`src/rtl/period_to_freq_pkg.sv`:
```
// rtl/period_to_freq_pkg.sv - shared states, default constants and BCD helper for period_to_freq
package period_to_freq_pkg;

    localparam int CLK_HZ_DEF = 50_000_000;
    localparam int PW_DEF     = 16;
    localparam int QW_DEF     = 26;
    localparam int BCD_DIGITS = 8;

    typedef enum logic [1:0] {
        ST_IDLE,
        ST_DIV,
        ST_BCD,
        ST_DONE
    } state_t;

    // Double-dabble pre-shift correction: every digit of 5 or more gets +3.
    function automatic logic [4*BCD_DIGITS-1:0] bcd_adjust(input logic [4*BCD_DIGITS-1:0] v);
        logic [4*BCD_DIGITS-1:0] r;
        r = v;
        for (int i = 0; i < BCD_DIGITS; i++) begin
            if (r[4*i +: 4] >= 4'd5) begin
                r[4*i +: 4] = r[4*i +: 4] + 4'd3;
            end
        end
        return r;
    endfunction

endpackage

```
`src/rtl/period_to_freq_seq_divider.sv`:
```
// rtl/period_to_freq_seq_divider.sv - restoring shift-subtract divider, one quotient bit per cycle
module seq_divider #(
    parameter int DW = 26,
    parameter int VW = 16
) (
    input  logic          clk,
    input  logic          rst,
    input  logic          i_start,
    input  logic [DW-1:0] i_dividend,
    input  logic [VW-1:0] i_divisor,
    output logic          o_done,
    output logic [DW-1:0] o_quotient
);

    localparam int CW = $clog2(DW);

    logic [VW:0]   r_rem;
    logic [DW-1:0] r_quo;
    logic [VW-1:0] r_div;
    logic [CW-1:0] r_cnt;
    logic          r_run;

    logic [VW:0]   w_trial;
    logic [VW+1:0] w_sub;
    logic          w_ge;

    // Remainder stays below the divisor, so dropping its top bit on the shift loses nothing.
    assign w_trial    = (VW+1)'({r_rem, r_quo[DW-1]});
    assign w_sub      = {1'b0, w_trial} - {2'b00, r_div};
    assign w_ge       = ~w_sub[VW+1];
    assign o_done     = r_run && (r_cnt == CW'(DW-1));
    assign o_quotient = r_quo;

    always_ff @(posedge clk) begin
        if (rst) begin
            r_rem <= '0;
            r_quo <= '0;
            r_div <= '0;
            r_cnt <= '0;
            r_run <= 1'b0;
        end else if (i_start) begin
            r_rem <= '0;
            r_quo <= i_dividend;
            r_div <= i_divisor;
            r_cnt <= '0;
            r_run <= 1'b1;
        end else if (r_run) begin
            r_rem <= w_ge ? w_sub[VW:0] : w_trial;
            r_quo <= {r_quo[DW-2:0], w_ge};
            r_cnt <= r_cnt + 1'b1;
            if (o_done) begin
                r_run <= 1'b0;
            end
        end
    end

endmodule

```
`src/rtl/period_to_freq.sv`:
```
// rtl/period_to_freq.sv - period count to Hz converter; FREQ_BCD_EN adds packed BCD output
module period_to_freq
    import period_to_freq_pkg::*;
#(
    parameter int CLK_HZ = CLK_HZ_DEF,
    parameter int PW     = PW_DEF,
    parameter int QW     = QW_DEF
) (
    input  logic          clk,
    input  logic          rst,
    input  logic [PW-1:0] period_in,
    input  logic          period_valid,
    output logic          busy,
    output logic [QW-1:0] freq_out,
    output logic          freq_valid,
    output logic          div_zero,
    output logic          overrun
`ifdef FREQ_BCD_EN
    ,
    output logic [4*BCD_DIGITS-1:0] bcd_out
`endif
);

    state_t        r_state;
    state_t        w_next;
    logic          r_busy;
    logic [QW-1:0] r_freq;
    logic          r_freq_valid;
    logic          r_div_zero;
    logic          r_overrun;

    logic          w_accept;
    logic          w_div_start;
    logic          w_div_done;
    logic [QW-1:0] w_quotient;

    assign w_accept    = (r_state == ST_IDLE) && period_valid;
    assign w_div_start = w_accept && (period_in != '0);

    seq_divider #(
        .DW(QW),
        .VW(PW)
    ) u_div (
        .clk        (clk),
        .rst        (rst),
        .i_start    (w_div_start),
        .i_dividend (QW'(CLK_HZ)),
        .i_divisor  (period_in),
        .o_done     (w_div_done),
        .o_quotient (w_quotient)
    );

`ifdef FREQ_BCD_EN
    localparam int CW = $clog2(QW);

    logic [CW-1:0]           r_bcd_cnt;
    logic [4*BCD_DIGITS-1:0] r_bcd;
    logic [4*BCD_DIGITS-1:0] r_bcd_out;
    logic [4*BCD_DIGITS-1:0] w_bcd_adj;
    logic [CW-1:0]           w_bit_idx;

    // Quotient bits are consumed MSB first straight from the divider's held result.
    assign w_bcd_adj = bcd_adjust(r_bcd);
    assign w_bit_idx = CW'(QW-1) - r_bcd_cnt;
    assign bcd_out   = r_bcd_out;
`endif

    always_comb begin
        w_next = r_state;
        case (r_state)
            ST_IDLE: begin
                if (period_valid) begin
                    w_next = (period_in == '0) ? ST_DONE : ST_DIV;
                end
            end
            ST_DIV: begin
                if (w_div_done) begin
`ifdef FREQ_BCD_EN
                    w_next = ST_BCD;
`else
                    w_next = ST_DONE;
`endif
                end
            end
            ST_BCD: begin
`ifdef FREQ_BCD_EN
                if (r_bcd_cnt == CW'(QW-1)) begin
                    w_next = ST_DONE;
                end
`else
                w_next = ST_IDLE;
`endif
            end
            ST_DONE: w_next = ST_IDLE;
            default: w_next = ST_IDLE;
        endcase
    end

    always_ff @(posedge clk) begin
        if (rst) begin
            r_state      <= ST_IDLE;
            r_busy       <= 1'b0;
            r_freq       <= '0;
            r_freq_valid <= 1'b0;
            r_div_zero   <= 1'b0;
            r_overrun    <= 1'b0;
`ifdef FREQ_BCD_EN
            r_bcd_cnt    <= '0;
            r_bcd        <= '0;
            r_bcd_out    <= '0;
`endif
        end else begin
            r_state      <= w_next;
            r_freq_valid <= 1'b0;
            if (period_valid && (r_state != ST_IDLE)) begin
                r_overrun <= 1'b1;
            end
            if (w_accept) begin
                r_busy     <= 1'b1;
                r_div_zero <= (period_in == '0);
            end
`ifdef FREQ_BCD_EN
            if ((r_state == ST_DIV) && w_div_done) begin
                r_bcd_cnt <= '0;
                r_bcd     <= '0;
            end else if (r_state == ST_BCD) begin
                r_bcd     <= (4*BCD_DIGITS)'({w_bcd_adj, w_quotient[w_bit_idx]});
                r_bcd_cnt <= r_bcd_cnt + 1'b1;
            end
`endif
            if (r_state == ST_DONE) begin
                r_freq       <= r_div_zero ? '0 : w_quotient;
                r_freq_valid <= 1'b1;
                r_busy       <= 1'b0;
`ifdef FREQ_BCD_EN
                r_bcd_out    <= r_div_zero ? '0 : r_bcd;
`endif
            end
        end
    end

    assign busy       = r_busy;
    assign freq_out   = r_freq;
    assign freq_valid = r_freq_valid;
    assign div_zero   = r_div_zero;
    assign overrun    = r_overrun;

endmodule

```
`config.mk`:
```
export PLATFORM = sky130hd
export DESIGN_NAME = period_to_freq
export DESIGN_NICKNAME = d
export VERILOG_FILES = /design/src/rtl/period_to_freq_pkg.sv /design/src/rtl/period_to_freq_seq_divider.sv /design/src/rtl/period_to_freq.sv
export SDC_FILE = /design/constraint.sdc
export NUM_CORES = 1
export LEC_CHECK = 0
export ABC_AREA = 1
export BUFFER_PORTS_ARGS = -buffer_cell sky130_fd_sc_hd__buf_2
export CAP_MARGIN = 20
export CORE_ASPECT_RATIO = 1.1
export CORE_MARGIN = 3
export CORE_UTILIZATION = 50
export DETAILED_ROUTE_END_ITERATION = 6
export PLACE_DENSITY = 0.7
export SLEW_MARGIN = 30
export SYNTH_ARGS = -nofsm -noshare
export SYNTH_HDL_FRONTEND = slang
export SYNTH_SLANG_ARGS = --single-unit
```
`constraint.sdc`:
```
create_clock -name clk -period 3.63 [get_ports clk]
set_clock_uncertainty 0.1 [all_clocks]
set_input_delay 0.726 -clock clk [delete_from_list [all_inputs] [get_ports clk]]
set_output_delay 0.726 -clock clk [all_outputs]
set_load 0.01 [all_outputs]
```
After elaboration in Yosys (flattened, before gate mapping)
Index checks and enable logic that the tools add are counted.

Add/subtract/negate cells: 2. Equal/unequal tests: 6. Multiplexer cells: 12. Bitwise operators: 1. Reductions and logical operators: 13.

Operators by type and width (count): $mux 26 (3); $sub 17x16->18 (1); $logic_not 16->1 (1); $mux 16 (1); $reduce_bool 16->1 (1); $mux 2 (3); $pmux 2 s3 (1); $reduce_or 2->1 (3); $add 5x1->5 const B (1); $eq 5x5->1 const B (1); $eq 2x2->1 const B (2); $logic_and 1x1->1 (4); $mux 1 (4); $reduce_bool 2->1 (2); $eq 2x1->1 const B (1); $logic_not 2->1 (1); $ne 2x1->1 const B (1); $ne 2x2->1 const B (1); $reduce_and 2->1 (1); $not 1->1 (1).

Flip-flop bits (word level): 96. Output and inout port bits: 30. Word-level logic and storage cells: 46.

Logic depth before layout (Yosys ltp)
Gate-level depths: netlist of run 1.

Word-level depth: 5. Depth in mapped cells: 16.

Hierarchy
From an unflattened synthesis of run 1, not the netlist that was laid out.

Cell total of the unflattened synthesis: 752. Area, all modules: 5218.8 um^2.

Modules (own cells, without submodules): seq_divider (times used 1, cells each 594, area each 3921.3 um^2, seq. area each 1281.2 um^2); period_to_freq (times used 1, cells each 158, area each 1297.5 um^2, seq. area each 640.6 um^2).

Least setup slack after synthesis of run 1
OpenSTA, ideal clock, no wires.

Kind: register to register. From: register u_div.r_quo[25] (netlist: u_div.o_quotient[25]). To: register u_div.r_rem[10]. Setup time: 117 ps. Arrival time: 1692 ps. Path slack: 1721 ps. Stages on the path, launching flop included: 17. Path buffers: 0. Clock period less this slack: 1909 ps. Path through: dfxtp_1 -> inv_1 -> ha_1 -> inv_1 -> fa_1 -> nand3_1 -> nand3_1 -> nand2_1 -> nand2_1 -> nand2_1 -> nand2_1 -> nand2_1 -> nand2_1 -> inv_1 -> nor2_1 -> nor2_1 -> nor2_1.

Longest elaborated chain between the ends: 2.

RTL lines: start, declared (line period_to_freq_seq_divider.sv:18) `logic [DW-1:0] r_quo;`; start signal, assigned (line period_to_freq_seq_divider.sv:43) `r_quo <= i_dividend;`; start signal, assigned (line period_to_freq_seq_divider.sv:49) `r_quo <= {r_quo[DW-2:0], w_ge};`; $sub 17x16->18 (line period_to_freq_seq_divider.sv:29) `assign w_sub = {1'b0, w_trial} - {2'b00, r_div};`; $mux 16 (line period_to_freq_seq_divider.sv:48) `r_rem <= w_ge ? w_sub[VW:0] : w_trial;`; end signal, assigned (line period_to_freq_seq_divider.sv:48); end, declared (line period_to_freq_seq_divider.sv:17) `logic [VW:0] r_rem;`.

No other way between the ends. A chain may end at the register's enable or synchronous reset.

Worst setup path after layout of run 1
From: input period_in[0]. To: register u_div.r_div[11].

Longest elaborated chain between the ends: 2.

RTL lines: start, declared (line period_to_freq.sv:11) `input logic [PW-1:0] period_in,`; $reduce_bool 16->1 (line period_to_freq.sv:38) `assign w_div_start = w_accept && (period_in != '0);`; $logic_and 1x1->1 (line period_to_freq.sv:38); end signal, assigned (line period_to_freq_seq_divider.sv:44) `r_div <= i_divisor;`; end, declared (line period_to_freq_seq_divider.sv:19) `logic [VW-1:0] r_div;`.

No other way between the ends.

==> results of run 1 <==
[cell usage after synthesis]
library cell	n
a21oi_1	43
a21oi_2	1
a31oi_1	11
and2_1	2
buf_1	2
buf_2	9
buf_4	5
buf_6	1
clkbuf_1	15
clkinv_1	2
dfxtp_1	96
fa_1	1
ha_1	18
inv_1	70
inv_2	4
nand2_1	196
nand2_2	3
nand2_4	3
nand3_1	87
nand3_2	1
nand3b_1	2
nand4_1	20
nor2_1	35
nor2_2	4
nor2_4	1
nor3_1	6
nor4_1	4
o211a_1	1
o21ai_0	19
o21bai_1	1
o22ai_1	1
or2_2	3
xnor2_1	1
xor2_1	7
[worst max-delay path, cell delays in order]
cell and delay (ns):
buf_2 0.11, nor4_1 0.59, nand4_1 0.38, nand2_2 0.35, buf_4 0.35, o21ai_0 0.13
a21oi_1 0.13
[how the worst max path moves through the flow]
stage / depth (start not counted) / slack (ns) / end / from
global route: 8 / 0.95 / u_div.o_quotient[0] / period_in[4]
CTS: 8 / 0.99 / u_div.r_rem[4] / period_in[4]
detailed placement: 8 / 0.60 / u_div.r_rem[4] / period_in[4]
floorplan: 16 / 1.72 / u_div.r_rem[10] / u_div.o_quotient[25]
global placement: 8 / 0.65 / u_div.o_quotient[0] / period_in[0]
finish: 7 / 1.03 / u_div.r_div[11] / period_in[0]
[power by group through the flow]
| stage | Clock, W | Sequential [W] | Combinational [W] |
|---|---|---|---|
| 2_1_floorplan | 0 | 0.00113 | 0.000277 |
| 5_1_grt | 0.000772 | 0.00112 | 0.000391 |
| 3_3_place_gp | 0 | 0.00114 | 0.000336 |
| 4_1_cts | 0.000722 | 0.00112 | 0.000344 |
| 3_5_place_dp | 0 | 0.00114 | 0.000342 |
| 6_report | 0.000705 | 0.00112 | 0.000344 |
[logic make-up (layout without fill, tap and decap cells)]
family                     count (synthesis)  in the layout  synth area share [%]
and+or+nand+nor                          367            367                 34.49
xor gates and xnor gates                   8              8                 1.485
buffers and inverters                    108            145                 9.385
DFF                                       96             96                 40.72
adders and majority gates                 19             19                 5.196
AOI/OAI and AO/OA                         77             77                 8.722
[area by class of cell]
type / instances / area share (%)
sequential: 96 / 37.06
clock inverter: 5 / 1.037
multi-input combinational: 471 / 45.38
clock buffer: 11 / 2.918
tap: 114 / 2.749
timing repair buffer: 53 / 5.353
inverter: 76 / 5.498
[flip-flops by register name, indices dropped and copies added, names as in the netlist, 2 cells and up]
name / cells
freq_out: 26
u_div.o_quotient: 26
u_div.r_div: 16
u_div.r_rem: 16
u_div.r_cnt: 5
r_state: 2
[stage by stage]
stage / area, µm² / hold slack [ns] / setup slack [ns] / utilization (%)
after CTS: 5189 / 0.3617 / 0.9922 / 57.60
after global routing: 5189 / 0.3928 / 0.9488 / 57.60
final: 5189 / 0.3642 / 1.029 / 57.60
after detailed placement: 4984 / 0.3456 / 0.6020 / 55.32
after floorplan: 4720 / 0.3353 / 1.721 / -
after global placement: 4984 / 0.3367 / 0.6531 / 55.32
[per-layer routing]
metal / track usage [%] / part of all wire, % / wire (µm)
met1: 24.92 / 45 / 4832
met2: 36.04 / 50 / 5350
met3: 4.342 / 4.0 / 428
met4: 9.659 / 1.7 / 184
met5: 0 / 0 / 0
==> results.toml, run 1 <==
[outcome]
status = "finished clean"

[critical_path]
critPathArrivalTime_ns = 2.78
cp-start-kind = "input port"
rr_endpoint = "u_div.r_rem[15]"
timing.rr.start = "u_div.r_div[14]"
critPathRequiredTime_ns = 3.81
reg2reg_slack_ns = 1.33
r2r_cells = 10
crit_fanout = 29
criticalPathCategory = "input port to flop"
end_kind = "flop"

[timing]
finalCriticalPeriod_ns = 2.601
setup_viol = 0
max_slew.worst_pin.slew_ns = 0.7577
hold_violations = 0
rsz0062_at_grt = "false"
maxSlewViolCount = 0
fmax_mhz = 384.4
period_share_pct = 71.66
slew_headroom_pct = 49.18
finalSetupTns_ns = 0

[route]
drt_first_pass_iters = 4
wire_per_inst_um = 13.07
finalWirelength_um = 10800
via_per_inst = 5.237
drc_errors = 0
drtIter0Drc = 215
ant_nets = 0
via_count = 4326

[clocking]
cts-resized-gates = 0
worstSkewPairLatency_ns = 0.36
post_cts_buffers = 0
cts_buffer_depth = 2
cts-htree-levels = 3
hold_buffers = 0
cts_buffers = 9
clkTransAtPathRegs_ns = 0.09
cts_root_buf = "clkbuf_8"
clock-sinks = 96
cts_tree = "built"

[min_path]
worstHoldPathType = "flop to flop"
min_from = "overrun"
min_path_cells = 2
hold_end = "overrun"

[power_and_ir_drop]
p_switching_w = 0.0006126
total_power_w = 0.002167
p_int_w = 0.001554
powerDensity_nw_per_um2 = 417.6
comb_power_share_pct = 15.9
seq_power_share_pct = 51.6
switching_share_pct = 28.27
clock_power_share_pct = 32.5
ir_drop_mv = 0.4849
p_leak_nw = 2.580

[place]
dp.cells = 810
routabilityCongestion = 0.8565
numPortBuffers = 48
place_hpwl_um = 7745

[finish]
n_antenna_cell = 0
n_fill_cell = 869
multi_input_area_um2 = 2355
final_common_cell = "nand2_1"
final_cell_mix = "nand2_1 (196), dfxtp_1 (95), nand3_1 (87), inv_1 (70), buf_2 (48)"
layout-drive-gt1-share_pct = 12.64
layoutNonFillerInstCount = 826
nets = 745
syn_to_final_growth_pct = 9.942
regArea_um2 = 1923

[yosys]
yosysWarnings = 0
yosys.area.top_type = "dfxtp_1"
ys_top_cells_by_area = "dfxtp_1 (41%), nand2_1 (16%), nand3_1 (9.2%)"
synth.avg_cell_area_um2 = 6.992
syn_nets = 713
syn-instance-count = 675
ys_seq_area_share_pct = 40.72
synth.distinct_cells = 34
ys_seq_elements = 96
yosysTopAreaCellShare_pct = 40.72
netlist_area_um2 = 4720

[floorplan]
ioPinCount = 49
dieArea_um2 = 10640
core_area_um2 = 9009
initial_core_util_pct = 52.39
dieHeight_um = 107.9
rows = 36
die_w_um = 98.64

[global_route]
grt_usage_pct = 20.92
grt_max_degree = 46
antenna_found_initial = 0
grt-ovfl-total = 0
grt_pass1_wl_um = 18110
grt_pass1_vias = 4162

[flow_run]
maxCapViolCount = 0
(Power assumes the default switching activity.)
==> run 2: changes to the inputs <==
--- a/config.mk
+++ b/config.mk
@@ -5,14 +5,14 @@
 export SDC_FILE = /design/constraint.sdc
 export NUM_CORES = 1
 export LEC_CHECK = 0
-export ABC_AREA = 1
+export ABC_AREA = 0
 export BUFFER_PORTS_ARGS = -buffer_cell sky130_fd_sc_hd__buf_2
 export CAP_MARGIN = 20
 export CORE_ASPECT_RATIO = 1.1
 export CORE_MARGIN = 3
 export CORE_UTILIZATION = 50
 export DETAILED_ROUTE_END_ITERATION = 6
-export PLACE_DENSITY = 0.7
+export PLACE_DENSITY = 0.71
 export SLEW_MARGIN = 30
 export SYNTH_ARGS = -nofsm -noshare
 export SYNTH_HDL_FRONTEND = slang
==> constraint.sdc (replaced) <==
create_clock -name clk -period 2.5 [get_ports clk]
set_clock_uncertainty 0.1 [all_clocks]
set_input_delay 0.5 -clock clk [delete_from_list [all_inputs] [get_ports clk]]
set_output_delay 0.5 -clock clk [all_outputs]
set_load 0.01 [all_outputs]
==> run 2 against run 1 <==
Critical path depth grew 2. Global-route usage grew 0.40 points. Power grew 66%. Hold slack lost 0.088 ns. Sequential power grew 47%. Highest routed layer unchanged.
==> results.toml, run 2 <==
[yosys]
ys_seq_elements = 96
netlist_area_um2 = 4414
ys_top_cells_by_count = "dfxtp_1 (96), nand2_1 (61), a21oi_1 (45)"
synth.distinct_cells = 57
synth_flop_cell = "dfxtp_1"
synth_top_family_by_area = "compound AO/OA/AOI/OAI gates"
yosysWarnings = 0
syn_nets = 535
ys_seq_area_share_pct = 43.54
yosys.area_share.xor_xnor_pct = 1.786
yosysTopAreaCellShare_pct = 43.54
ys_top_cells_by_area = "dfxtp_1 (44%), mux2i_1 (6.3%), nand2_1 (5.2%)"
synth_compound_area_share_pct = 21.68
yosys.cell_count.top_type = "dfxtp_1"
syn-instance-count = 497
synth.avg_cell_area_um2 = 8.882
synth-async-reset-ratio_pct = 0
synth-edff-count = 0
synthMuxAreaShare_pct = 6.349
synth-simple-area-share_pct = 15.90
synthAdderAreaFrac_pct = 5.556
yosys.area.top_type = "dfxtp_1"

[timing]
finalCriticalPeriod_ns = 2.445
max_slew.worst_pin.slew_ns = 0.5194
fmax_mhz = 409.0
hold_violations = 0
period_share_pct = 97.81
maxSlewViolCount = 0
setup_viol = 0
slew_headroom_pct = 65.30
holdWs_ns = 0.2761
rsz0062_at_grt = "true"

[clocking]
clkTransAtPathRegs_ns = 0.10
worstSkewPairLatency_ns = 0.36
cts-htree-levels = 3
cts_tree = "built"
hold_buffers = 0
cts_root_buf = "clkbuf_8"
cts_buffer_depth = 2
cts_buffers = 9
clock-sinks = 96

[route]
via_per_inst = 5.688
finalWirelength_um = 10400
via_count = 3879
wire_per_inst_um = 15.25
drt_first_pass_iters = 5
drtIter0Drc = 177
ant_nets = 0
drc_errors = 0

[finish]
nets = 604
layout-drive-gt1-share_pct = 24.52
n_antenna_cell = 0
final_cell_mix = "dfxtp_1 (89), nand2_1 (60), buf_2 (48), a21oi_1 (43), buf_4 (40)"
final_common_cell = "dfxtp_1"
regArea_um2 = 1931
n_fill_cell = 723
multi_input_area_um2 = 2385
syn_to_final_growth_pct = 20.21

[global_route]
grt_busiest_layer = "met2"
grt_pass1_vias = 3565
grt_usage_pct = 21.33
grt_max_degree = 29
grt-ovfl-total = 0
grt.met2_usage_pct = 34.97
grt_pass1_wl_um = 17190
met1_usage_pct = 27.75
antenna_found_initial = 0
use_met3_pct = 4.968

[floorplan]
core_area_um2 = 8496
dieHeight_um = 104.5
ioPinCount = 49
dieArea_um2 = 9993
rows = 35
initial_core_util_pct = 51.96
die_w_um = 95.59

[place]
place_hpwl_um = 7343
numPortBuffers = 48
routabilityCongestion = 0.8944

[critical_path]
crit_fanout = 7
path_buf_inv = 2
criticalPathCategory = "flop to flop"
critPathRequiredTime_ns = 2.64
cpLargestDelayFamily = "simple AND/OR/NAND/NOR gates"
cp_cell_sequence = "inv_2 -> ha_4 -> nand2_2 -> or4_4 -> a211oi_4 -> or2_4 -> buf_6 -> nor3_1 -> a311o_1"
end_kind = "flop"
path_depth = 9
critPathArrivalTime_ns = 2.58
r2r_cells = 9
critPathSlowestCell = "or4_4"
cpPeakStageDelay_ns = 0.57
cp-start-kind = "flop"

[flow_run]
maxCapViolCount = 0

[min_path]
min_path_cells = 3
worstHoldPathType = "input port to flop"

[power_and_ir_drop]
p_switching_w = 0.001152
powerDensity_nw_per_um2 = 676.6
p_leak_nw = 2.195
seq_power_share_pct = 45.9
comb_power_share_pct = 26.6
p_int_w = 0.002439
clock_power_share_pct = 27.5
total_power_w = 0.003590
switching_share_pct = 32.08
ir_drop_mv = 0.5110

[outcome]
status = "finished clean"
-- run 2: kinds of logic (layout without fill, tap and decap cells) --
kind of cell	Yosys count	count (layout)
buffers and inverters	56	130
AOI/OAI and AO/OA	142	142
adders and majority gates	19	19
and+or+nand+nor	147	147
xor gates and xnor gates	9	9
muxes	28	28
DFF	96	96
-- run 2: repair_timing --
item / in CTS / in global routing
endpoints found under the setup margin: 1 / 11
pin swaps: 1 / 10
setup buffers: 0 / 3
endpoints found under the hold margin: 0 / 0
gates resized for setup: 0 / 27
-- run 2: final timing paths --
kind                                 startpoint  slack (ns)         endpoint
worst max-delay path             u_div.r_div[8]        0.05   u_div.r_rem[2]
worst min-delay path               period_in[2]        0.28   u_div.r_div[2]
worst max register to register   u_div.r_div[8]        0.05   u_div.r_rem[2]
worst min register to register  u_div.r_div[14]        0.36  u_div.r_div[14]
-- run 2: cell type report --
class                           count  share of cell area, %
Sequential cell                    96                  36.38
Multi-Input combinational cell    345                  44.94
Inverter                           24                  1.698
Clock inverter                      6                  1.155
Tap cell                          111                  2.617
Clock buffer                       10                  2.594
Timing Repair Buffer               90                  10.61
-- run 2: power by group through the flow --
stage	clock, W	sequential, W	combinational (W)
2_1_floorplan	0	0.00166	0.000616
3_3_place_gp	0	0.00168	0.000847
3_5_place_dp	0	0.00168	0.000857
4_1_cts	0.00101	0.00164	0.000865
5_1_grt	0.00107	0.00166	0.00104
6_report	0.000986	0.00165	0.000956
-- run 2: metal layers --
| metal | wire length (µm) | vias to the layer above |
|---|---|---|
| met1 | 4599 | 1863 |
| met3 | 519 | 12 |
| met2 | 5105 | 84 |
| met5 | 0 | - |
| met4 | 174 | 0 |
| li1 | - | 1920 |
-- run 2: stage by stage --
step | util [%] | setup TNS, ns | cell area (µm²) | worst slack [ns] | instances
2_1_floorplan | - | 0 | 4414 | 0.1102 | 497
3_3_place_gp | 58.35 | 0 | 4957 | 0.09710 | 663
3_5_place_dp | 58.35 | 0 | 4957 | 0.004996 | 663
4_1_cts | 60.69 | 0 | 5156 | 0.01930 | 679
5_1_grt | 62.46 | -0.03168 | 5306 | -0.02008 | 682
6_report | 62.46 | 0 | 5306 | 0.05473 | 682
-- run 2: tightest hold or removal path: cells and delay by family --
| family | cells | cell delay [ns] |
|---|---|---|
| buffers and inverters | 1 | 0.10 |
| and+or+nand+nor | 1 | 0.05 |
| AOI/OAI and AO/OA | 1 | 0.05 |
==> run 3: changes to the inputs <==
--- a/config.mk
+++ b/config.mk
@@ -9,11 +9,12 @@
 export BUFFER_PORTS_ARGS = -buffer_cell sky130_fd_sc_hd__buf_2
 export CAP_MARGIN = 20
 export CORE_ASPECT_RATIO = 1.1
-export CORE_MARGIN = 3
 export CORE_UTILIZATION = 50
 export DETAILED_ROUTE_END_ITERATION = 6
-export PLACE_DENSITY = 0.71
+export HOLD_SLACK_MARGIN = 0.15
+export PLACE_DENSITY = 0.7
 export SLEW_MARGIN = 30
 export SYNTH_ARGS = -nofsm -noshare
 export SYNTH_HDL_FRONTEND = slang
+export SYNTH_HIERARCHICAL = 1
 export SYNTH_SLANG_ARGS = --single-unit
==> run 3 against run 2 <==
Utilization is 2.0 points lower. Critical path type unchanged. Global-route usage decreased by 0.79 points. Sequential power is essentially flat. Hold slack improved by 0.0022 ns. Register-to-register slack gained 0.05 ns. Largest cell class unchanged. Critical endpoint is now u_div/r_rem[14]. Setup slack better by 0.052 ns. Clock power rose by 4%. Highest routed layer unchanged. Maximum frequency grew 2.2%. Flip-flop and latch count did not move.
==> results.toml, run 3 <==
[outcome]
status = "finished clean"

[yosys]
yosysTopAreaCellShare_pct = 40.73
netlist_area_um2 = 4718
ys_top_cells_by_area = "dfxtp_1 (41%), mux2i_1 (8.7%), nor2_1 (7.1%)"
syn-instance-count = 525
synth.avg_cell_area_um2 = 8.987
synth-async-reset-ratio_pct = 0
ys_seq_area_share_pct = 40.73
yosys.cell_count.top_type = "dfxtp_1"
ys_seq_elements = 96
synth_flop_cell = "dfxtp_1"
synth.distinct_cells = 65
synth-edff-count = 0
yosys.area.top_type = "dfxtp_1"
ys_top_cells_by_count = "dfxtp_1 (96), nor2_1 (89), mux2i_1 (41)"
yosysWarnings = 6

[clocking]
clkTransAtPathRegs_ns = 0.10
worstSkewPairLatency_ns = 0.36
post_cts_buffers = 0
hold_buffers = 0
cts_buffers = 9
cts_buffer_depth = 2
cts_tree = "built"
clock-sinks = 96
cts_root_buf = "clkbuf_8"
cts-htree-levels = 3

[critical_path]
critPathArrivalTime_ns = 2.51
cp-start-kind = "flop"
criticalPathCategory = "flop to flop"
critPathRequiredTime_ns = 2.62
crit_fanout = 2
end_kind = "flop"

[place]
numPortBuffers = 48
routabilityCongestion = 0.9145
place_hpwl_um = 6822

[timing]
finalSetupTns_ns = 0
maxSlewViolCount = 0
setup_viol = 0
period_share_pct = 95.73
hold_violations = 0
finalCriticalPeriod_ns = 2.393
holdWs_ns = 0.2783
fmax_mhz = 417.8

[global_route]
grt_pass1_wl_um = 16330
grt_pass1_vias = 3581
grt-ovfl-total = 0
antenna_found_initial = 0
grt_usage_pct = 20.54
grt_max_degree = 61

[floorplan]
dieHeight_um = 103.9
initial_core_util_pct = 52.37
die_w_um = 94.62
core_area_um2 = 9009
rows = 36
dieArea_um2 = 9830
ioPinCount = 49

[route]
drc_errors = 0
finalWirelength_um = 9847
via_per_inst = 5.369
via_count = 3812
wire_per_inst_um = 13.87
drt_first_pass_iters = 4
ant_nets = 0
drtIter0Drc = 139

[finish]
regArea_um2 = 1926
nets = 630
final_common_cell = "dfxtp_1"
final_cell_mix = "dfxtp_1 (93), nor2_1 (89), buf_2 (48), mux2i_1 (41), a21oi_1 (37)"
n_fill_cell = 807
n_antenna_cell = 0
syn_to_final_growth_pct = 15.35
multi_input_area_um2 = 2678
layout-drive-gt1-share_pct = 22.32

[min_path]
worstHoldPathType = "input port to flop"

[power_and_ir_drop]
p_leak_nw = 2.323
powerDensity_nw_per_um2 = 660.5
ir_drop_mv = 0.3681
total_power_w = 0.003595

[flow_run]
maxCapViolCount = 0
==> run 3: cell types whose count changed in the layout (fill, tap and decap cells not counted), sizes merged, moves of 4 or more <==
| cell | previous run | this run |
|---|---|---|
| nand2 | 62 | 29 |
| xnor2 | 4 | 11 |
| conb | 0 | 26 |
| or4 | 4 | 0 |
| buf | 90 | 66 |
| a211oi | 9 | 3 |
| mux2i | 28 | 41 |
| nor2 | 34 | 90 |
==> run 3: cell families after synthesis <==
| logic type | count (synthesis) | share of synthesized area (%) |
|---|---|---|
| adder cells (fa/ha/maj) | 19 | 5.198 |
| buffers and inverters | 59 | 5.807 |
| AO/OA/AOI/OAI | 133 | 20.90 |
| flip-flops | 96 | 40.73 |
| AND/OR/NAND/NOR | 158 | 15.30 |
| XOR/XNOR | 16 | 2.970 |
| multiplexers | 42 | 8.937 |
| other | 2 | 0.1592 |
==> run 3: layer usage <==
layer	track usage (%)	wire length, µm	share of wire [%]
met1	26.06	4400	45
met2	34.38	4929	50
met3	3.801	327	3.3
met4	7.143	190	1.9
met5	0	0	0
==> run 3: final cells by class <==
cell class	count	area share [%]
multi-input combinational	394	49.20
tap	114	2.621
inverter	25	1.724
sequential	96	35.38
clock inverter	6	1.379
timing repair buffer	66	7.425
clock buffer	9	2.276
==> run 3: where the power goes <==
group	internal (W)	total, W	switching (W)
Combinational	0.000393	0.000910	0.000518
Sequential	0.00160	0.00165	0.0000552
Clock	0.000475	0.00103	0.000557
Total	0.00247	0.00359	0.00113
==> run 3: stage by stage <==
stage / std cells / util [%] / setup slack, ns / instance area (µm²)
2_1_floorplan: 549 / - / 0.07724 / 4808
3_5_place_dp: 695 / 57.54 / -0.05427 / 5184
6_report: 710 / 60.42 / 0.1066 / 5443
4_1_cts: 710 / 59.93 / 0.02087 / 5399
3_3_place_gp: 695 / 57.54 / -0.02668 / 5184
5_1_grt: 710 / 60.42 / -0.009062 / 5443
==> run 3: repair_timing <==
item | in CTS | in global routing
gates resized for setup | 3 | 13
cloned | 0 | 0
pin swaps | 1 | 7
endpoints found under the setup margin | 2 | 8
==> run 3: critical path, stage by stage, from the launching register on <==
cell	delay, ns
dfxtp_2	0.33
inv_2	0.06
ha_4	0.14
inv_2	0.04
fa_2	0.38
a21oi_4	0.17
o22ai_2	0.09
o2111ai_2	0.27
o2bb2ai_2	0.18
mux2_4	0.32
nor3_2	0.11
a311oi_1	0.06
==> run 3: worst paths after layout <==
| path | from | to | slack (ns) | depth (start not counted) |
|---|---|---|---|---|
| hold / removal | period_valid | r_state[0] | 0.28 | 2 |
| hold reg to reg | overrun | overrun | 0.36 | 2 |
| setup / recovery | u_div/o_quotient[25] | u_div/r_rem[14] | 0.11 | 11 |
| setup reg to reg | u_div/o_quotient[25] | u_div/r_rem[14] | 0.11 | 11 |
